--- config.mk ---
export PLATFORM = sky130hd
export DESIGN_NAME = mem_access_unit_flat
export DESIGN_NICKNAME = d
export VERILOG_FILES = /design/src/rtl/mem_access_if.sv /design/src/rtl/mem_access_unit.sv /design/src/flat_wrapper.sv
export SDC_FILE = /design/constraint.sdc
export NUM_CORES = 1
export LEC_CHECK = 0
export CAP_MARGIN = 20
export CORE_MARGIN = 2
export CORE_UTILIZATION = 30
export DETAILED_ROUTE_END_ITERATION = 10
export HOLD_SLACK_MARGIN = 0.02
export PLACE_DENSITY = 0.68
export REMOVE_ABC_BUFFERS = 1
export SLEW_MARGIN = 20
export SYNTH_ARGS = -nofsm -noshare
export SYNTH_HDL_FRONTEND = slang
export SYNTH_SLANG_ARGS = --single-unit
export TNS_END_PERCENT = 50
--- constraint.sdc ---
create_clock -name clk -period 1.5 [get_ports clk]
set_input_delay 0.225 -clock clk [delete_from_list [all_inputs] [get_ports clk]]
set_output_delay 0.225 -clock clk [all_outputs]
set_load 0.005 [all_outputs]
--- src/rtl/mem_access_if.sv ---
// mem_access_if: request/response bundle between the datapath controller and the memory port
interface mem_access_if #(
  parameter int WIDTH = 16,
  parameter int ADDR_WIDTH = 16
);
  localparam int NB = WIDTH / 8;
  logic start;
  logic is_write;
  logic is_byte;
  logic [ADDR_WIDTH-1:0] address;
  logic [WIDTH-1:0] wdata;
  logic busy;
  logic done;
  logic err;
  logic [WIDTH-1:0] rdata;
  logic [ADDR_WIDTH-1:0] mem_address;
  logic mem_read;
  logic mem_write;
  logic [NB-1:0] mem_byte_enable;
  logic [WIDTH-1:0] mem_wdata;
  logic [WIDTH-1:0] mem_rdata;
  logic mem_resp;
  modport master (
    output start, is_write, is_byte, address, wdata, mem_rdata, mem_resp,
    input busy, done, err, rdata, mem_address, mem_read, mem_write, mem_byte_enable, mem_wdata
  );
  modport slave (
    input start, is_write, is_byte, address, wdata, mem_rdata, mem_resp,
    output busy, done, err, rdata, mem_address, mem_read, mem_write, mem_byte_enable, mem_wdata
  );
endinterface

--- src/rtl/mem_access_unit.sv ---
// mem_access_unit: MAR/MDR memory access unit with word/byte lanes, handshake and response timeout
module mem_access_unit #(
  parameter int WIDTH = 16,
  parameter int ADDR_WIDTH = 16,
  parameter int TIMEOUT = 64
) (
  input logic clk,
  input logic reset,
  mem_access_if.slave bus
);
  localparam int NB = WIDTH / 8;
  localparam int LW = $clog2(NB);
  localparam int CW = $clog2(TIMEOUT + 2);
  typedef enum logic [1:0] {IDLE, ACCESS, DONE} state_t;
  state_t r_state, w_next;
  logic [CW-1:0] r_cnt;
  logic r_we, r_byte, r_err;
  logic [ADDR_WIDTH-1:0] r_addr;
  logic [NB-1:0] r_be;
  logic [WIDTH-1:0] r_wdata, r_rdata;
  logic w_accept, w_timeout;
  logic [LW-1:0] w_lane;
  logic [7:0] w_rbyte;
  always_ff @(posedge clk) r_state <= reset ? IDLE : w_next;
  always_comb begin
    w_accept = r_state == IDLE && bus.start;
    w_timeout = TIMEOUT != 0 && r_cnt == CW'(TIMEOUT - 1);
    w_next = r_state == IDLE ? (bus.start ? ACCESS : IDLE) :
             r_state == ACCESS ? (bus.mem_resp || w_timeout ? DONE : ACCESS) : IDLE;
    w_lane = r_addr[LW-1:0];
    w_rbyte = bus.mem_rdata[8*w_lane +: 8];
    bus.busy = r_state == ACCESS;
    bus.done = r_state == DONE;
    bus.mem_read = r_state == ACCESS && !r_we;
    bus.mem_write = r_state == ACCESS && r_we;
    bus.err = r_err;
    bus.rdata = r_rdata;
    bus.mem_address = r_addr;
    bus.mem_byte_enable = r_be;
    bus.mem_wdata = r_wdata;
  end
  // A response arriving in the last allowed cycle wins over the timeout
  always_ff @(posedge clk) begin
    if (reset) begin
      r_cnt <= '0;
      r_we <= 1'b0;
      r_byte <= 1'b0;
      r_err <= 1'b0;
      r_addr <= '0;
      r_be <= '0;
      r_wdata <= '0;
      r_rdata <= '0;
    end else begin
      r_cnt <= r_state == ACCESS ? r_cnt + CW'(1) : '0;
      if (w_accept) begin
        r_we <= bus.is_write;
        r_byte <= bus.is_byte;
        r_err <= 1'b0;
        r_addr <= bus.is_byte ? bus.address : {bus.address[ADDR_WIDTH-1:LW], LW'(0)};
        r_be <= bus.is_byte ? NB'(1) << bus.address[LW-1:0] : '1;
        r_wdata <= bus.is_byte ? {NB{bus.wdata[7:0]}} : bus.wdata;
      end
      if (r_state == ACCESS && bus.mem_resp && !r_we)
        r_rdata <= r_byte ? WIDTH'(w_rbyte) : bus.mem_rdata;
      else if (r_state == ACCESS && !bus.mem_resp && w_timeout)
        r_err <= 1'b1;
    end
  end
endmodule

--- src/flat_wrapper.sv ---
// flat-port wrapper written by rule: the top's interface ports become plain ports
module mem_access_unit_flat 
#(
  parameter int WIDTH = 16,
  parameter int ADDR_WIDTH = 16,
  parameter int TIMEOUT = 64
)
  (clk, reset, bus_start, bus_is_write, bus_is_byte, bus_address, bus_wdata, bus_mem_rdata, bus_mem_resp, bus_busy, bus_done, bus_err, bus_rdata, bus_mem_address, bus_mem_read, bus_mem_write, bus_mem_byte_enable, bus_mem_wdata);
  mem_access_if #(.WIDTH(WIDTH), .ADDR_WIDTH(ADDR_WIDTH)) bus_i ();
  input logic clk;
  input logic reset;
  input wire logic [$bits(bus_i.start)-1:0] bus_start;
  input wire logic [$bits(bus_i.is_write)-1:0] bus_is_write;
  input wire logic [$bits(bus_i.is_byte)-1:0] bus_is_byte;
  input wire logic [$bits(bus_i.address)-1:0] bus_address;
  input wire logic [$bits(bus_i.wdata)-1:0] bus_wdata;
  input wire logic [$bits(bus_i.mem_rdata)-1:0] bus_mem_rdata;
  input wire logic [$bits(bus_i.mem_resp)-1:0] bus_mem_resp;
  output wire logic [$bits(bus_i.busy)-1:0] bus_busy;
  output wire logic [$bits(bus_i.done)-1:0] bus_done;
  output wire logic [$bits(bus_i.err)-1:0] bus_err;
  output wire logic [$bits(bus_i.rdata)-1:0] bus_rdata;
  output wire logic [$bits(bus_i.mem_address)-1:0] bus_mem_address;
  output wire logic [$bits(bus_i.mem_read)-1:0] bus_mem_read;
  output wire logic [$bits(bus_i.mem_write)-1:0] bus_mem_write;
  output wire logic [$bits(bus_i.mem_byte_enable)-1:0] bus_mem_byte_enable;
  output wire logic [$bits(bus_i.mem_wdata)-1:0] bus_mem_wdata;
  assign bus_i.start = bus_start;
  assign bus_i.is_write = bus_is_write;
  assign bus_i.is_byte = bus_is_byte;
  assign bus_i.address = bus_address;
  assign bus_i.wdata = bus_wdata;
  assign bus_i.mem_rdata = bus_mem_rdata;
  assign bus_i.mem_resp = bus_mem_resp;
  assign bus_busy = bus_i.busy;
  assign bus_done = bus_i.done;
  assign bus_err = bus_i.err;
  assign bus_rdata = bus_i.rdata;
  assign bus_mem_address = bus_i.mem_address;
  assign bus_mem_read = bus_i.mem_read;
  assign bus_mem_write = bus_i.mem_write;
  assign bus_mem_byte_enable = bus_i.mem_byte_enable;
  assign bus_mem_wdata = bus_i.mem_wdata;
  mem_access_unit #(.WIDTH(WIDTH), .ADDR_WIDTH(ADDR_WIDTH), .TIMEOUT(TIMEOUT)) u_core (.clk(clk), .reset(reset), .bus(bus_i));
endmodule
==> reports/results.ini <==
[outcome]
outcome = completed

[sta]
finClkSkew_ns = 0.00612
slew_viol_final = 0
min_period_over_period = 0.966
fmax_ghz = 0.690
finalWorstSetupSlack_ns = 0.0506
min_period_ns = 1.45
rsz0062_at_grt = false
hold_viol = 0
worstMarginPinSlew_ns = 0.312
setup_viol = 0
finalSetupTns_ns = 0
maxSlewHeadroom = 0.792

[yosys]
synth_edf_count = 0
synth_seq_cells = 62
async_flop_share = 0
synth_top_area_frac = 0.504
synth.area.top_cells = dfxtp_1, nand2_1, a21oi_1
synth_compound_area_frac = 0.155
syn_area_per_cell_um2 = 8.74
synth_ff_type = dfxtp_1
synthCells = 282
ys_types = 36
synth_fa_ha_area_frac = 0.00508
synth-seq-area-share = 0.504
ys_warn_count = 0
muxShareOfSynthArea = 0.0325
synthXorXnorAreaFrac = 0.0107
synth_area_um2 = 2460
synthSimpleGateAreaFrac = 0.243
synth_top_family_by_area = simple AND/OR/NAND/NOR gates
synth_largest_area_cell = dfxtp_1

[setup_path]
slowest_delay_ns = 0.33
cp_cell_sequence = and2b_2, nor2b_1, clkdlybuf4s15_1
cp-end-kind = output pin
cp.arrival_ns = 1.22
crit_buf_inv = 1
cp-start-kind = register
slowest_stage = dfxtp_2
cp.required_ns = 1.27
crit_family = simple AND/OR/NAND/NOR gates
crit_type = register to output pin
crit_path_max_fanout = 4

[clock_network]
cts_tree = built
cts.htree.levels = 3
cts-root-buf = clkbuf_8
clk_latency_ns = 0.33
cts_buffers = 9
clockBufferDepth = 2
clkTransAtPathRegs_ns = 0.07
cts.sinks = 62
hold_buffers = 0

[global_route]
grt_pass1_vias = 2326
grt_pass1_wl_um = 10500
grt_max_degree = 37
grt_usage = 0.148
antenna_found_initial = 0
overflow = 0

[route]
totalWireLength_um = 6880
vias = 2393
routedWlPerCell_um = 13.4
via_per_inst = 4.66
antenna_left = 0
drt_first_pass_iters = 4
drc_errors = 0
drt-initial-drc-count = 70

[placement]
hpwl_um = 4570
place_congestion = 0.716
pre_cts_slack_ns = -0.186
portBuffers = 108

[die]
fp.dieArea_um2 = 8950
dieHeight_um = 94.6
core_um2 = 8090
fp-row-count = 33
initial_utilization = 0.304
pin_count = 109
die_w_um = 94.6

[layout]
fin_nets = 459
fin_util = 0.501
drive_gt1_frac = 0.137
fill_cells = 772
area_delta_synth_final_pct = 64.7
diodes = 0
regArea_um2 = 1250
multi_input_area_um2 = 1110

[power]
power_leakage_nw = 1.50
power_mw = 4.20
power_density_nw_per_um2 = 1040
peakVddDrop_mv = 0.534

[min_path]
hold_path.class = input port to register

[job]
cap_violations = 0

-- worst register-to-register path, cell delays in order, from the launching register on --
cell,delay [ns]
dfxtp_2,0.33
buf_4,0.14
or3b_4,0.45
buf_12,0.16
nor3b_2,0.18
nor3_1,0.06
-- logic make-up after synthesis --
group,after synthesis
and+or+nand+nor,127
DFF,62
AOI/OAI and AO/OA,59
buffers and inverters,22
muxes,8
xor gates and xnor gates,3
adders and majority gates,1
-- Yosys cell counts, drive strengths merged (2+ instances only) --
cell type  count
nor2          22
dfxtp         62
a211oi         9
and2b          2
o21ai          2
nor3           2
nand3         11
or3            2
nand3b         9
xor2           2
nor2b          2
nor3b          2
clkbuf         8
mux2i          8
a21oi         37
and2           2
buf           13
nand2         68
a311oi         8
-- layer usage --
layer / part of all wire / vias to the layer above / GRT usage
met5: 0 / - / 0
met4: 0.016 / 0 / 0.0580
met3: 0.083 / 9 / 0.0535
met2: 0.47 / 81 / 0.252
met1: 0.43 / 1096 / 0.170
li1: - / 1207 / -
-- per-stage QoR --
step           std cells  hold WS, ns  instance area (um2)
2_1_floorplan        261        0.290                 2340
3_3_place_gp         489        0.433                 3700
3_5_place_dp         489        0.444                 3700
4_1_cts              508        0.330                 3960
5_1_grt              514        0.340                 4060
6_report             514        0.333                 4060
-- final timing paths --
kind                                                   startpoint                                         end  slack (ns)  cells past startpoint
worst max-delay path                 u_core.r_state[1]$_SDFF_PP0_                                bus_mem_read        0.05                      3
worst min-delay path                                        reset      u_core.bus.mem_address[9]$_SDFFE_PP0P_        0.33                      3
worst max register to register       u_core.r_state[0]$_SDFF_PP0_  u_core.bus.mem_byte_enable[1]$_SDFFE_PP0P_        0.06                      5
worst min register to register  u_core.bus.rdata[10]$_SDFFE_PP0P_           u_core.bus.rdata[10]$_SDFFE_PP0P_        0.45                      2
-- power breakdown --
part	internal, mW	total, mW	leakage (nW)	switching, mW
sequential	1.74	1.80	0.509	0.0541
combinational	0.471	0.767	0.885	0.296
clock	0.974	1.64	0.108	0.664
total	3.19	4.20	1.50	1.01
-- area by class of cell --
cell class,instances,area share
clock buffers,10,0.0339
repair buffers,132,0.331
multi-input cells,198,0.273
well taps,105,0.0324
inverters,1,0.000925
clock inverters,6,0.0210
flip-flops and latches,62,0.308
-- state kept, by name, indices dropped and copies added, names as in the netlist --
register	flops
u_core.bus.err	1
u_core.bus.mem_wdata	16
u_core.r_byte	1
u_core.bus.mem_byte_enable	2
u_core.r_cnt	7
u_core.bus.mem_address	16
u_core.bus.rdata	16
u_core.r_we	1
u_core.r_state	2
-- cells in the final DEF (no fill, tap or decap), types with 2 or more instances in the layout --
cell type        netlist  layout
clkbuf_8               0      10
clkbuf_16              0       3
clkinvlp_4             0       2
a211oi_2               4       4
dfxtp_2                0       2
buf_4                  4      18
dfxtp_1               62      59
a211oi_1               5       5
nand2_1               68      68
mux2i_1                8       8
xor2_1                 2       2
clkdlybuf4s50_1        0     103
clkdlybuf4s15_1        0       2
nand3b_1               9       9
clkinv_2               0       2
nor2_1                22      22
nand3_1               11      11
bufinv_16              0       2
a21oi_1               37      37
or3_1                  2       2
and2_1                 2       2
buf_12                 0       3
a311oi_1               7       7
o21ai_0                2       2
nor3_1                 2       2
nor2b_1                2       2
-- timing repair --
| action | in CTS | in global routing |
|---|---|---|
| setup endpoints to repair | 5 | 11 |
| buffers inserted | 3 | 4 |
| gates resized for setup | 13 | 3 |
| gates cloned | 0 | 3 |
| pin swaps | 0 | 4 |
No activity file was read; power rests on OpenSTA's default activity.
